==> src/rtl/alu_issue_ctrl.sv <==
// alu_issue_ctrl
//
// Multi-cycle issue controller for the lab datapath's 32-bit ALU. It accepts
// one MIPS-style instruction word per valid/ready handshake, decodes it to the
// ALU Control code, drives the ALU operands, samples Result/Zero, and reports
// the register write-back and branch decision with a one-cycle done pulse.
//
// Sequence: IDLE -> DECODE -> EXEC -> WB -> IDLE (one instruction per 4 cycles).
//
// Parameters:
//   PC_W           width of pc and branch_target
//
// Ports:
//   clk            system clock, rising edge
//   rst            asynchronous, active-high reset
//   instr_valid    instruction word and operands are valid
//   instr_ready    controller can accept an instruction (IDLE only)
//   instr          instruction word
//   rs_val         value of register rs
//   rt_val         value of register rt
//   pc             address of the instruction
//   alu_a          ALU operand A
//   alu_b          ALU operand B
//   alu_ctrl       ALU Control code
//   alu_result     ALU Result (combinational from alu_a/alu_b/alu_ctrl)
//   alu_zero       ALU Zero flag
//   wb_en          one-cycle register write strobe
//   wb_addr        destination register
//   wb_data        write data (result sampled at the end of EXEC)
//   branch_taken   branch decision, valid only while done=1
//   branch_target  pc + 4 + (sext(imm) << 2), modulo 2^PC_W
//   illegal        undecodable instruction, valid while done=1
//   done           one-cycle completion pulse
//   issue_count    retired-instruction counter
//
// Optional feature (macro ISSUE_PERF_CNT_EN):
//   defined   - issue_count counts done pulses (legal or illegal), wrapping.
//   undefined - no counter register is built; issue_count is tied to 0.

module alu_issue_ctrl #(
    parameter int PC_W = 32
) (
    input  logic            clk,
    input  logic            rst,
    input  logic            instr_valid,
    output logic            instr_ready,
    input  logic [31:0]     instr,
    input  logic [31:0]     rs_val,
    input  logic [31:0]     rt_val,
    input  logic [PC_W-1:0] pc,
    output logic [31:0]     alu_a,
    output logic [31:0]     alu_b,
    output logic [3:0]      alu_ctrl,
    input  logic [31:0]     alu_result,
    input  logic            alu_zero,
    output logic            wb_en,
    output logic [4:0]      wb_addr,
    output logic [31:0]     wb_data,
    output logic            branch_taken,
    output logic [PC_W-1:0] branch_target,
    output logic            illegal,
    output logic            done,
    output logic [31:0]     issue_count
);

    // ALU Control codes understood by the datapath ALU
    localparam logic [3:0] ALU_AND = 4'b0000;
    localparam logic [3:0] ALU_OR  = 4'b0001;
    localparam logic [3:0] ALU_ADD = 4'b0010;
    localparam logic [3:0] ALU_SUB = 4'b0100;
    localparam logic [3:0] ALU_SLL = 4'b0101;
    localparam logic [3:0] ALU_SRL = 4'b0110;
    localparam logic [3:0] ALU_SLT = 4'b1000;

    // Opcodes
    localparam logic [5:0] OP_RTYPE = 6'b000000;
    localparam logic [5:0] OP_BEQ   = 6'b000100;
    localparam logic [5:0] OP_BNE   = 6'b000101;
    localparam logic [5:0] OP_ADDI  = 6'b001000;
    localparam logic [5:0] OP_SLTI  = 6'b001010;
    localparam logic [5:0] OP_ANDI  = 6'b001100;
    localparam logic [5:0] OP_ORI   = 6'b001101;

    // R-type funct codes
    localparam logic [5:0] FN_SLL = 6'b000000;
    localparam logic [5:0] FN_SRL = 6'b000010;
    localparam logic [5:0] FN_ADD = 6'b100000;
    localparam logic [5:0] FN_SUB = 6'b100010;
    localparam logic [5:0] FN_AND = 6'b100100;
    localparam logic [5:0] FN_OR  = 6'b100101;
    localparam logic [5:0] FN_SLT = 6'b101010;

    typedef enum logic [1:0] {
        IDLE,
        DECODE,
        EXEC,
        WB
    } state_t;

    state_t state;

    // Instruction and operands captured at the handshake
    logic [31:0]     instr_q;
    logic [31:0]     rs_q;
    logic [31:0]     rt_q;
    logic [PC_W-1:0] pc_q;

    // Decoded properties carried from DECODE to the WB strobes
    logic wr_q;
    logic beq_q;
    logic bne_q;
    logic ill_q;

    // Instruction fields
    logic [5:0]  op_f;
    logic [4:0]  rt_f;
    logic [4:0]  rd_f;
    logic [4:0]  shamt_f;
    logic [5:0]  funct_f;
    logic [15:0] imm_f;
    logic [31:0] simm;
    logic [31:0] zimm;

    assign op_f    = instr_q[31:26];
    assign rt_f    = instr_q[20:16];
    assign rd_f    = instr_q[15:11];
    assign shamt_f = instr_q[10:6];
    assign funct_f = instr_q[5:0];
    assign imm_f   = instr_q[15:0];
    assign simm    = {{16{imm_f[15]}}, imm_f};
    assign zimm    = {16'h0000, imm_f};

    // The rs register number is resolved by the register-read stage; only
    // its value (rs_val) matters here.
    logic unused_rs_field;
    assign unused_rs_field = ^instr_q[25:21];

    // Branch offset kept signed so the size cast below sign-extends it to PC_W
    logic signed [17:0] br_off;
    assign br_off = {imm_f, 2'b00};

    // Combinational decode of the latched instruction; consumed in DECODE
    logic [3:0]  dec_ctrl;
    logic [31:0] dec_a;
    logic [31:0] dec_b;
    logic [4:0]  dec_waddr;
    logic        dec_write;
    logic        dec_beq;
    logic        dec_bne;
    logic        dec_illegal;

    always_comb begin
        dec_ctrl    = ALU_AND;
        dec_a       = rs_q;
        dec_b       = rt_q;
        dec_waddr   = 5'd0;
        dec_write   = 1'b0;
        dec_beq     = 1'b0;
        dec_bne     = 1'b0;
        dec_illegal = 1'b0;

        case (op_f)
            OP_RTYPE: begin
                dec_waddr = rd_f;
                dec_write = 1'b1;
                case (funct_f)
                    FN_ADD: dec_ctrl = ALU_ADD;
                    FN_SUB: dec_ctrl = ALU_SUB;
                    FN_AND: dec_ctrl = ALU_AND;
                    FN_OR:  dec_ctrl = ALU_OR;
                    FN_SLT: dec_ctrl = ALU_SLT;
                    FN_SLL: begin
                        dec_ctrl = ALU_SLL;
                        dec_a    = rt_q;
                        dec_b    = {27'd0, shamt_f};
                    end
                    FN_SRL: begin
                        dec_ctrl = ALU_SRL;
                        dec_a    = rt_q;
                        dec_b    = {27'd0, shamt_f};
                    end
                    default: dec_illegal = 1'b1;
                endcase
            end
            OP_ADDI: begin
                dec_ctrl  = ALU_ADD;
                dec_b     = simm;
                dec_waddr = rt_f;
                dec_write = 1'b1;
            end
            OP_ANDI: begin
                dec_ctrl  = ALU_AND;
                dec_b     = zimm;
                dec_waddr = rt_f;
                dec_write = 1'b1;
            end
            OP_ORI: begin
                dec_ctrl  = ALU_OR;
                dec_b     = zimm;
                dec_waddr = rt_f;
                dec_write = 1'b1;
            end
            OP_SLTI: begin
                dec_ctrl  = ALU_SLT;
                dec_b     = simm;
                dec_waddr = rt_f;
                dec_write = 1'b1;
            end
            OP_BEQ: begin
                dec_ctrl = ALU_SUB;
                dec_beq  = 1'b1;
            end
            OP_BNE: begin
                dec_ctrl = ALU_SUB;
                dec_bne  = 1'b1;
            end
            default: dec_illegal = 1'b1;
        endcase

        // Undecodable words drive a harmless AND of zeros and never write back
        if (dec_illegal) begin
            dec_ctrl  = ALU_AND;
            dec_a     = 32'd0;
            dec_b     = 32'd0;
            dec_waddr = 5'd0;
            dec_write = 1'b0;
        end
    end

    // Issue FSM with registered outputs. The strobes (done, wb_en,
    // branch_taken, illegal) default low every cycle so they only rise for
    // the single WB cycle; an asynchronous reset drops them immediately.
    always_ff @(posedge clk or posedge rst) begin
        if (rst) begin
            state         <= IDLE;
            instr_ready   <= 1'b1;
            instr_q       <= 32'd0;
            rs_q          <= 32'd0;
            rt_q          <= 32'd0;
            pc_q          <= '0;
            wr_q          <= 1'b0;
            beq_q         <= 1'b0;
            bne_q         <= 1'b0;
            ill_q         <= 1'b0;
            alu_a         <= 32'd0;
            alu_b         <= 32'd0;
            alu_ctrl      <= ALU_AND;
            wb_en         <= 1'b0;
            wb_addr       <= 5'd0;
            wb_data       <= 32'd0;
            branch_taken  <= 1'b0;
            branch_target <= '0;
            illegal       <= 1'b0;
            done          <= 1'b0;
        end else begin
            done         <= 1'b0;
            wb_en        <= 1'b0;
            branch_taken <= 1'b0;
            illegal      <= 1'b0;

            case (state)
                IDLE: begin
                    if (instr_valid && instr_ready) begin
                        instr_q     <= instr;
                        rs_q        <= rs_val;
                        rt_q        <= rt_val;
                        pc_q        <= pc;
                        instr_ready <= 1'b0;
                        state       <= DECODE;
                    end
                end
                DECODE: begin
                    alu_ctrl      <= dec_ctrl;
                    alu_a         <= dec_a;
                    alu_b         <= dec_b;
                    wb_addr       <= dec_waddr;
                    wr_q          <= dec_write;
                    beq_q         <= dec_beq;
                    bne_q         <= dec_bne;
                    ill_q         <= dec_illegal;
                    branch_target <= pc_q + PC_W'(4) + PC_W'(br_off);
                    state         <= EXEC;
                end
                EXEC: begin
                    // Operands stay put; the ALU result is sampled here so
                    // wb_data never follows later changes on alu_result.
                    wb_data      <= alu_result;
                    branch_taken <= (beq_q && alu_zero) || (bne_q && !alu_zero);
                    wb_en        <= wr_q;
                    illegal      <= ill_q;
                    done         <= 1'b1;
                    state        <= WB;
                end
                WB: begin
                    instr_ready <= 1'b1;
                    state       <= IDLE;
                end
                default: begin
                    instr_ready <= 1'b1;
                    state       <= IDLE;
                end
            endcase
        end
    end

`ifdef ISSUE_PERF_CNT_EN
    // Retired-instruction counter; wraps naturally at 2^32
    logic [31:0] count_q;

    always_ff @(posedge clk or posedge rst) begin
        if (rst) begin
            count_q <= 32'd0;
        end else if (done) begin
            count_q <= count_q + 32'd1;
        end
    end

    assign issue_count = count_q;
`else
    assign issue_count = 32'd0;
`endif

endmodule

==> config.mk <==
export PLATFORM = sky130hd
export DESIGN_NAME = alu_issue_ctrl
export DESIGN_NICKNAME = d
export VERILOG_FILES = /design/src/rtl/alu_issue_ctrl.sv
export SDC_FILE = /design/constraint.sdc
export NUM_CORES = 1
export LEC_CHECK = 0
export CAP_MARGIN = 25
export CORE_ASPECT_RATIO = 2
export CORE_MARGIN = 1.5
export CORE_UTILIZATION = 49
export DETAILED_ROUTE_END_ITERATION = 8
export GPL_ROUTABILITY_DRIVEN = 0
export PLACE_DENSITY = 0.8
export SKIP_LAST_GASP = 1
export SLEW_MARGIN = 20
export SYNTH_ARGS = -nofsm -noshare
export SYNTH_HDL_FRONTEND = slang
export SYNTH_SLANG_ARGS = --single-unit
export TNS_END_PERCENT = 5
==> constraint.sdc <==
create_clock -name clk -period 12.6 [get_ports clk]
set_clock_uncertainty 0.1 [all_clocks]
set_input_delay 2.52 -clock clk [delete_from_list [all_inputs] [get_ports clk]]
set_output_delay 2.52 -clock clk [all_outputs]
set_load 0.01 [all_outputs]
Word-level counts from Yosys, hierarchy flattened
Cells that the tools add are included.
Word-level totals
  flip-flop bits (word level): 276
  bits in latches: 0
  bits in writable memories: 0
  bits in read-only memories: 0
  input port bits: 164
  output and inout port bits: 174
  logic and storage cells: 82
  memories kept: 0
Cells by class
  add/subtract/negate cells: 2
  multipliers: 0
  divide/modulo/power cells: 0
  $lt $le $gt $ge: 0
  eq/ne operators: 16
  shift operators: 0
  multiplexer cells: 25
  bitwise gates (word level): 0
  reductions and logical operators: 19
Operator list (number)
  32-bit two-way mux: 5
  32-bit case mux with 3 select lines: 1
  32-bit by 3-bit adder with 32-bit output, second input constant: 1
  32-bit adder: 1
  6-bit == test, second input constant: 5
  6-bit by 4-bit == test with 1-bit output, second input constant: 4
  4-bit case mux with 6 select lines: 1
  4-bit case mux with 5 select lines: 1
  6-bit by 3-bit == test with 1-bit output, second input constant: 2
  6-bit logical NOT: 2
  1-bit two-way mux: 10
  5-bit case mux with 2 select lines: 1
  2-bit case mux with 4 select lines: 1
  2-bit OR reduction: 4
  7-bit OR reduction: 1
  6-bit by 2-bit == test with 1-bit output, second input constant: 1
  6-bit OR reduction: 1
  5-bit two-way mux: 1
  5-bit OR reduction: 1
  2-bit == test, second input constant: 2
  4-bit two-way mux: 1
  1-bit case mux with 2 select lines: 2
  2-bit AND reduction: 2
  4-bit OR reduction: 1
  8 further kinds: 10

Longest topological paths before layout
Gate-level depths: netlist of run 1.
  depth in word-level cells: 5
  depth in mapped cells: 12
  depth with buffers taken out: 12

Least setup slack after synthesis of run 1
Ideal clock, no wire load.
  path type: input port to flip-flop
  start: input instr_valid
  end: register instr_q[0]
  setup time: 125 ps
  data arrival time: 3682 ps
  required time: 12375 ps
  slack: 8694 ps
  cell stages on the path: 4
  path buffers: 2
  cells stage by stage: nand3_1 clkbuf_1 clkbuf_1 mux2_2
Between the ends
  longest elaborated chain between the ends: 2
RTL lines
  start: declaration: line 45  | input logic instr_valid,
  1-bit logical AND: line 263  | if (instr_valid && instr_ready) begin
  2-bit AND reduction (no source line)
  end signal: assignment: line 264  | instr_q <= instr;
  end: declaration: line 103  | logic [31:0] instr_q;
Every way passes these cells.
A chain may end at the register's enable or synchronous reset.

Final worst setup path of run 1
  start: input instr_valid
  end: register instr_q[15]
The elaborated chain is that of the path after synthesis.

==> results.yml, run 1 <==
worst_setup_path:
  worstSetupPathType: "in2reg"
  cp-startpoint: "instr_valid"
  cp-start-kind: "primary input"
  worst_path_most_repeated_cell: "buf_4"
  worst_setup_path_end_kind: "flop"
  crit_path_max_fanout: 72
  rrSetupSlack_ns: 8.83
  max_stage_delay_ns: 0.76
  crit_required_ns: 12.92
  cp_data_arrival_time_ns: 5.07
  worstRegToRegCells: 8
  endpoint: "instr_q[15]"
  reg2reg_to: "branch_target[30]"
  r2r-start: "instr_q[15]"
  worstPathCellList: "clkdlybuf4s50_1 > nand3_4 > buf_4 > buf_4 > mux2_2"
  cp_slowest_cell: "buf_4"
floorplanning:
  io_pins: 338
  start_util: 0.497
  num_rows: 84
  die_x_um: 118
  core_mm2: 0.0263
  dieArea_mm2: 0.0277
  die_y_um: 234
timing:
  slew_violations: 0
  final_hold_viol_count: 0
  max_freq_mhz: 210
  relSlewSlack: 0.325
  setup_viol: 0
  worst_pin_slew_ns: 1.00
  rsz0062_at_grt: "false"
  setup_tns_ns: 0
  period_share: 0.377
  fin_crit_ns: 4.75
logic_synthesis:
  yosys.area_share.simple: 0.0453
  syn_area_mm2: 0.0131
  synth_area_leaders: "dfrtp_1 52%, mux2_2 15%, ha_1 5.9%, o2bb2ai_1 4.8%, a21oi_1 3.0%"
  synth_compound_area_frac: 0.132
  netlist_instances: 1045
  synth_top_area_cell: "dfrtp_1"
  synth_edf_count: 0
  ys_ff_latch: 271
  synth_mux_area_frac: 0.180
  ys.flop_type: "dfrtp_1"
  async_reset_ff_frac: 1.00
  yosysWarnings: 0
  synth_top_area_frac: 0.518
  synth_top_family_by_area: "multiplexers"
  syn_avg_cell_area_um2: 12.5
  synth_seq_area_share: 0.520
  synth_xor_area_frac: 0.0154
  synth_cell_type_count: 64
  synthAdderAreaFrac: 0.0610
worst_hold_path:
  hold_path_depth: 2
  hp-class: "reg2reg"
finish:
  layout_commonest_cell: "clkdlybuf4s50_1"
  fillers: 2015
  area_growth_pct: 31.0
  num-nets-final: 1547
  final_area_mm2: 0.0171
  final_cell_mix: "300 x clkdlybuf4s50_1, 270 x dfrtp_1, 179 x mux2_2"
  stdcell_count: 1687
  drive_gt1_frac: 0.182
drt:
  viasPerCell: 5.59
  ant_nets: 0
  first_pass_iters: 5
  route.detailed.drc: 0
  vias: 9438
  wl_per_cell_um: 20.8
  wirelength_mm: 35.1
  drt_iter0_drc: 528
place:
  port_buffers: 300
  post_dp_cell_area_mm2: 0.0162
  dp.cells: 1636
  hpwl_mm: 24.8
clock_network:
  cts_max_path_buffers: 3
  clk_pin_slew_worst_paths_ns: 0.07
  cts_made_buffers: 25
  numClockSinks: 271
  clk_latency_ns: 0.54
  cts_setup_buffers: 0
  cts_tree: "built"
  clock-root-buffer: "clkbuf_16"
  htree_levels: 1
  holdBufCountCts: 0
  ctsResizeCount: 0
global_routing:
  grt_overflow_total: 0
  track_usage: 0.251
  grt_max_degree: 133
  antenna_found_initial: 6
  grt_pass1_vias: 9900
  grt_first_pass_wirelength_mm: 54.4
outcome:
  outcome: "finished clean"
pwr:
  power_leakage_nw: 7.34
  powerDensity_mw_per_mm2: 291
  vdd_ir_drop_max_v: 0.000172
run:
  cap_violations: 0
==> cells by family (layout without fill, tap and decap cells) <==
group / after synthesis / in the layout
fa+ha+maj: 63 / 63
mux: 212 / 212
flops: 271 / 271
other cells: 1 / 38
buf+inv: 115 / 376
compound gates: 245 / 245
xor+xnor: 23 / 23
simple gates: 115 / 115
==> state kept, by name (all words and copies together), names as in the netlist, 2 cells and up <==
| name | cells |
|---|---|
| alu_b | 32 |
| rt_q | 32 |
| state | 2 |
| instr_q | 27 |
| alu_ctrl | 4 |
| alu_a | 32 |
| branch_target | 32 |
| rs_q | 32 |
| pc_q | 32 |
| wb_data | 32 |
| wb_addr | 5 |
==> layout make-up <==
class                   count  area, µm²  area share
multi-input cells         690       5810       0.340
clock buffers              37        751      0.0439
diodes                      6       15.0    0.000878
well taps                 344        430      0.0252
flip-flops and latches    271       6780       0.397
clock inverters             7        114     0.00666
repair buffers            311       3110       0.182
inverters                  21       86.3     0.00505
==> metrics by stage <==
stage | worst slack [ns] | hold slack [ns] | power, W | utilization
after CTS | 7.86 | 0.388 | 0.00499 | 0.649
after global placement | 7.34 | 0.356 | 0.00406 | 0.616
final | 7.85 | 0.380 | 0.00497 | 0.651
after global routing | 7.71 | 0.394 | 0.00531 | 0.651
after detailed placement | 7.31 | 0.368 | 0.00414 | 0.616
after floorplan | 2.51 | 0.344 | 0.00321 | -
==> metal layers <==
| layer | global-route usage | wire length, µm | up-vias |
|---|---|---|---|
| li1 | - | - | 4326 |
| met2 | 0.467 | 19400 | 316 |
| met3 | 0.0450 | 1750 | 81 |
| met4 | 0.117 | 1480 | 0 |
| met1 | 0.274 | 12500 | 4715 |
| met5 | 0 | 0 | - |
==> synth_stat cells, types with 2 or more instances <==
| cell type | n |
|---|---|
| o21ai_0 | 17 |
| nand3_1 | 9 |
| or4_1 | 2 |
| buf_2 | 7 |
| o31ai_1 | 3 |
| nor3_1 | 10 |
| nand4_1 | 4 |
| a21boi_0 | 4 |
| and2_1 | 8 |
| clkbuf_1 | 36 |
| a21oi_1 | 78 |
| o21bai_1 | 5 |
| mux2_2 | 179 |
| o21a_1 | 5 |
| nand2_1 | 33 |
| o2bb2ai_1 | 72 |
| a211o_1 | 3 |
| inv_1 | 21 |
| a22oi_1 | 6 |
| ha_1 | 62 |
| xnor2_1 | 13 |
| nor2_1 | 19 |
| buf_6 | 2 |
| a211oi_1 | 7 |
| buf_4 | 39 |
| o211ai_1 | 4 |
| a22o_1 | 5 |
| nor4_1 | 2 |
| a21o_1 | 12 |
| or2_2 | 2 |
| dfrtp_1 | 270 |
| o221ai_1 | 4 |
| nand2b_1 | 2 |
| xor2_1 | 10 |
| a31oi_1 | 5 |
| mux2i_1 | 33 |
| a2111oi_0 | 2 |
| buf_1 | 10 |
| and3_1 | 15 |
==> critical path, delay by kind of cell <==
family | cells | cell delay [ns]
AND/OR/NAND/NOR | 1 | 0.12
buffers and inverters | 3 | 1.92
multiplexers | 1 | 0.41
==> power breakdown <==
group | switching, W | total [W] | internal, W | leakage [nW]
registers | 0.000326 | 0.00163 | 0.00130 | 3.36
clock network | 0.000331 | 0.000804 | 0.000473 | 0.429
logic | 0.00124 | 0.00254 | 0.00130 | 3.55
==> how the worst min path moves through the flow <==
stage | start | to | slack [ns]
3_5_place_dp | alu_ctrl[1] | alu_ctrl[1] | 0.37
5_1_grt | ill_q | ill_q | 0.39
2_1_floorplan | ill_q | ill_q | 0.34
6_report | alu_ctrl[1] | alu_ctrl[1] | 0.38
3_3_place_gp | ill_q | ill_q | 0.36
4_1_cts | ill_q | ill_q | 0.39
No activity file was read; power rests on OpenSTA's default activity.
==> run 2, diff against run 1 <==
==> constraint.sdc (replaced) <==
create_clock -name clk -period 4.5 [get_ports clk]
set_clock_uncertainty 0.1 [all_clocks]
set_input_delay 0.9 -clock clk [delete_from_list [all_inputs] [get_ports clk]]
set_output_delay 0.9 -clock clk [all_outputs]
set_load 0.01 [all_outputs]
==> run 2 against run 1 <==
Core utilization increased by 0.086 points. Largest cell class unchanged. Die area stayed put. Total power grew to 2.8 times the previous value.
==> results.yml, run 2 (synthesized netlist as in run 1, its figures left out) <==
outcome:
  outcome: "finished clean"
pwr:
  power_leakage_nw: 7.35
  clockPowerShare: 0.154
  combPwrFrac: 0.516
  p_int_w: 0.00848
  vdd_ir_drop_max_v: 0.000469
  switching_share: 0.385
  p_seq_frac: 0.330
  powerDensity_mw_per_mm2: 805
  switchingPower_w: 0.00530
worst_setup_path:
  r2r-start: "instr_q[1]"
  worstRegToRegCells: 10
  crit_path_max_fanout: 9
  cp_data_arrival_time_ns: 3.82
  worstPathCellList: "ha_1 > ha_1 > fa_1 > a21o_1 > a31oi_1 > o21ai_0 > a31oi_1 > o31ai_1 > xor2_1 > mux2_2"
  worstSetupPathType: "reg2reg"
  cp_slowest_cell: "o31ai_1"
  cp.buffers_inverters: 0
  max_stage_delay_ns: 0.80
  reg2reg_to: "branch_target[21]"
  cp-start-kind: "flop"
  crit_required_ns: 4.81
  worst_setup_path_end_kind: "flop"
  rrSetupSlack_ns: 0.99
  critPathTopFamily: "compound AO/OA/AOI/OAI gates"
drt:
  viasPerCell: 5.58
  route.detailed.drc: 0
  ant_nets: 0
  vias: 9460
  wirelength_mm: 35.1
  first_pass_iters: 5
  drt_iter0_drc: 414
  wl_per_cell_um: 20.7
timing:
  final_hold_viol_count: 0
  slew_violations: 0
  period_share: 0.779
  max_freq_mhz: 285
  setup_viol: 0
  worst_pin_slew_ns: 0.912
  rsz0062_at_grt: "false"
  fin_crit_ns: 3.51
  relSlewSlack: 0.387
finish:
  seq_area_mm2: 0.00678
  drive_gt1_frac: 0.186
  num-nets-final: 1551
  final_cell_mix: "300 x clkdlybuf4s50_1, 270 x dfrtp_1, 179 x mux2_2"
  layout_commonest_cell: "clkdlybuf4s50_1"
  fillers: 2041
  multi_input_area_mm2: 0.00581
  stdcell_count: 1694
  final_area_mm2: 0.0171
  area_growth_pct: 31.1
global_routing:
  track_usage: 0.248
  antenna_found_initial: 8
  grt_pass1_vias: 10100
  grt_max_degree: 83
  grt_overflow_total: 0
  grt_first_pass_wirelength_mm: 54.0
run:
  cap_violations: 0
place:
  hpwl_mm: 25.1
  post_dp_cell_area_mm2: 0.0163
  dp.cells: 1640
  port_buffers: 300
clock_network:
  cts_tree: "built"
  cts_made_buffers: 25
  cts_max_path_buffers: 3
  clk_latency_ns: 0.53
  numClockSinks: 271
  clk_pin_slew_worst_paths_ns: 0.07
  ctsResizeCount: 0
  clock-root-buffer: "clkbuf_16"
  cts_setup_buffers: 0
  holdBufCountCts: 0
  htree_levels: 1
worst_hold_path:
  hold_path.startpoint: "ill_q"
  hold_path_depth: 1
  whs_endpoint: "ill_q"
  hp-class: "reg2reg"
floorplanning:
  num_rows: 84
  die_x_um: 118
  core_mm2: 0.0263
  io_pins: 338
  dieArea_mm2: 0.0277
  start_util: 0.497
  die_y_um: 234
run 2: cell count changes in the layout (fill, tap and decap cells not counted):
cell	change
buf_16	-1
diode_2	+2
buf_12	+5
inv_8	-1
buf_4	-1
buf_6	+1
clkinvlp_4	+2
inv_6	-1
clkbuf_8	-1
clkinv_2	+4
bufinv_16	-2
run 2: layout make-up:
type                            count  share of cell area
Sequential cell                   271               0.396
Antenna cell                        8             0.00117
Inverter                           21             0.00482
Multi-Input combinational cell    690               0.339
Tap cell                          344              0.0251
Clock inverter                      9             0.00424
Timing Repair Buffer              315               0.186
Clock buffer                       36              0.0431
run 2: metrics by stage:
stage | power (W) | setup WS (ns) | hold slack (ns) | util | TNS (ns)
6_report | 0.0138 | 0.993 | 0.383 | 0.651 | 0
5_1_grt | 0.0147 | 0.804 | 0.402 | 0.651 | 0
4_1_cts | 0.0138 | 1.01 | 0.386 | 0.650 | 0
2_1_floorplan | 0.00898 | -0.0806 | 0.344 | - | -21.77
3_3_place_gp | 0.0114 | 1.07 | 0.359 | 0.619 | 0
3_5_place_dp | 0.0116 | 1.03 | 0.369 | 0.619 | 0
run 2: how the worst max path moves through the flow:
stage | endpoint | cells past startpoint | slack [ns] | startpoint
global placement | branch_target[30] | 9 | 1.07 | instr_q[5]
detailed placement | branch_target[21] | 10 | 1.03 | instr_q[1]
finish | branch_target[21] | 10 | 0.99 | instr_q[1]
CTS | branch_target[21] | 10 | 1.01 | instr_q[1]
global route | branch_target[30] | 9 | 0.80 | instr_q[5]
floorplan | alu_a[0] | 1 | -0.08 | rst
run 2: power by group through the flow:
stage          combinational, W  sequential, W  clock, W
3_3_place_gp            0.00689        0.00451         0
2_1_floorplan           0.00444        0.00454         0
5_1_grt                 0.00777        0.00469   0.00227
4_1_cts                 0.00714        0.00453   0.00217
6_report                0.00712        0.00454   0.00212
3_5_place_dp            0.00708        0.00455         0
run 2: metal layers:
layer  up-vias  part of all wire  GRT usage
met2       328              0.54      0.452
met1      4708              0.35      0.267
met3        90             0.055     0.0460
met4         0             0.050      0.148
li1       4334                 -          -
met5         -                 0          0
==> run 3, diff against run 2 <==
--- a/config.mk
+++ b/config.mk
@@ -8,10 +8,10 @@
 export CAP_MARGIN = 25
 export CORE_ASPECT_RATIO = 2
 export CORE_MARGIN = 1.5
-export CORE_UTILIZATION = 49
+export CORE_UTILIZATION = 45
 export DETAILED_ROUTE_END_ITERATION = 8
 export GPL_ROUTABILITY_DRIVEN = 0
-export PLACE_DENSITY = 0.8
+export PLACE_DENSITY = 0.78
 export SKIP_LAST_GASP = 1
 export SLEW_MARGIN = 20
 export SYNTH_ARGS = -nofsm -noshare
==> constraint.sdc (replaced) <==
create_clock -name clk -period 2.89 [get_ports clk]
set_clock_uncertainty 0.1 [all_clocks]
set_input_delay 0.578 -clock clk [delete_from_list [all_inputs] [get_ports clk]]
set_output_delay 0.578 -clock clk [all_outputs]
set_load 0.01 [all_outputs]
==> run 3 against run 2 <==
The run now ends with negative setup slack left. Cell count rose by 6.0%. Total power rose by 76%. Die area rose by 8.7%. Core utilization fell by 1.9 points. Largest power group unchanged.
==> results.yml, run 3 (synthesized netlist as in run 1, its figures left out) <==
worst_setup_path:
  cp-start-kind: "flop"
  reg2reg_to: "branch_target[30]"
  cp_data_arrival_time_ns: 3.24
  cp.buffers_inverters: 1
  cp_slowest_cell: "a211oi_2"
  critPathTopFamily: "compound AO/OA/AOI/OAI gates"
  worst_setup_path_end_kind: "flop"
  worstPathCellList: "ha_1 > ha_4 > buf_4 > a21o_1 > a211oi_2 > o211ai_1 > a211oi_2 > a21oi_4 > xor2_1 > mux2_2"
  max_stage_delay_ns: 0.40
  worstSetupPathDepth: 10
  rrSetupSlack_ns: -0.03
  worst_path_most_repeated_cell: "a211oi_2"
  crit_path_max_fanout: 6
  worstSetupPathType: "reg2reg"
  worstRegToRegCells: 10
  crit_required_ns: 3.21
  r2r-start: "instr_q[13]"
  endpoint: "branch_target[30]"
  cp-startpoint: "instr_q[13]"
drt:
  viasPerCell: 5.47
  vias: 9823
  first_pass_iters: 5
  wirelength_mm: 36.6
  wl_per_cell_um: 20.4
  route.detailed.drc: 0
  drt_iter0_drc: 427
  ant_nets: 0
floorplanning:
  dieArea_mm2: 0.0301
  io_pins: 338
  num_rows: 88
  die_y_um: 244
  start_util: 0.454
  die_x_um: 123
  core_mm2: 0.0287
clock_network:
  cts_made_buffers: 26
  htree_levels: 1
  cts_max_path_buffers: 3
  clock-root-buffer: "clkbuf_16"
  cts_tree: "built"
  clk_latency_ns: 0.54
  clk_pin_slew_worst_paths_ns: 0.07
  numClockSinks: 271
pwr:
  powerDensity_mw_per_mm2: 1330
  power_w: 0.0242
  vdd_ir_drop_max_v: 0.000661
  power_leakage_nw: 7.84
global_routing:
  grt_pass1_vias: 10400
  grt_first_pass_wirelength_mm: 56.4
  grt_max_degree: 128
  track_usage: 0.242
  grt_overflow_total: 0
  antenna_found_initial: 5
finish:
  area_growth_pct: 39.2
  layout_commonest_cell: "clkdlybuf4s50_1"
  num-nets-final: 1639
  final_cell_mix: "300 x clkdlybuf4s50_1, 269 x dfrtp_1, 179 x mux2_2"
  final_area_mm2: 0.0182
  fillers: 2167
  finish.utilization: 0.632
  drive_gt1_frac: 0.258
timing:
  worst_pin_slew_ns: 0.687
  period_share: 1.01
  fin_hold_ws_ns: 0.201
  max_freq_mhz: 343
  setup_ws_ns: -0.0265
  rsz0062_at_grt: "true"
  final_hold_viol_count: 0
  setup_viol: 2
  relSlewSlack: 0.542
  setup_tns_ns: -0.0413
  slew_violations: 0
  fin_crit_ns: 2.92
place:
  port_buffers: 300
  hpwl_mm: 26.2
  post_dp_cell_area_mm2: 0.0169
worst_hold_path:
  hp-class: "in2async"
outcome:
  outcome: "complete, but fails checks"
  violations: "negative setup slack"
run:
  cap_violations: 0
## run 3: cell types whose count changed in the layout (fill, tap and decap cells not counted), moves of 3 or more
cell | before | now
a211oi_1 | 7 | 3
a211oi_2 | 0 | 3
a21oi_1 | 78 | 75
buf_4 | 9 | 93
clkinv_2 | 7 | 3
diode_2 | 8 | 4
ha_1 | 61 | 48
ha_4 | 0 | 13
o21ai_0 | 17 | 12
o21ai_1 | 1 | 5
## run 3: layout make-up
class,instances,area (µm²),area share
repair buffers,402,3860,0.213
diodes,4,10.0,0.000551
clock buffers,38,797,0.0439
flip-flops and latches,271,6780,0.373
well taps,360,450,0.0248
multi-input cells,690,6080,0.334
clock inverters,9,109,0.00599
inverters,21,82.6,0.00454
## run 3: worst register-to-register path: stages, from the launching register on
cell,delay [ns]
dfrtp_1,0.39
ha_1,0.34
ha_4,0.27
buf_4,0.15
a21o_1,0.18
a211oi_2,0.23
o211ai_1,0.22
a211oi_2,0.40
a21oi_4,0.09
xor2_1,0.15
mux2_2,0.27
## run 3: power by group
part	leakage, nW	switching [W]	internal [W]	total, W
registers	3.36	0.00118	0.00567	0.00685
logic	4.03	0.00639	0.00737	0.0138
clock network	0.447	0.00150	0.00210	0.00359
## run 3: repair_timing
action | 4_1_cts | 5_1_grt
endpoints found under the setup margin | 15 | 18
pin swaps | 3 | 11
hold buffers | 0 | 0
resized for setup | 10 | 36
setup buffers | 2 | 4
## run 3: stage by stage
stage | setup WS, ns | std cells
after detailed placement | -0.261 | 1738
after floorplan | -1.37 | 1076
after global placement | -0.107 | 1738
after CTS | -0.0641 | 1787
after global routing | -0.112 | 1795
final | -0.0265 | 1795
## run 3: how the worst min path moves through the flow
| stage | cells past startpoint | slack (ns) | from | endpoint |
|---|---|---|---|---|
| after CTS | 2 | 0.18 | rst | pc_q[17] |
| after global placement | 1 | 0.35 | ill_q | ill_q |
| after detailed placement | 1 | 0.37 | alu_a[14] | alu_a[14] |
| after global routing | 2 | 0.21 | rst | pc_q[18] |
| final | 2 | 0.20 | rst | pc_q[17] |
| after floorplan | 1 | 0.34 | ill_q | ill_q |
## run 3: metal layers
layer	track usage	wire length, µm	up-vias
met5	0	11	-
met4	0.113	1860	2
met3	0.0419	1850	101
met2	0.440	19800	320
met1	0.268	13100	4901
li1	-	-	4499
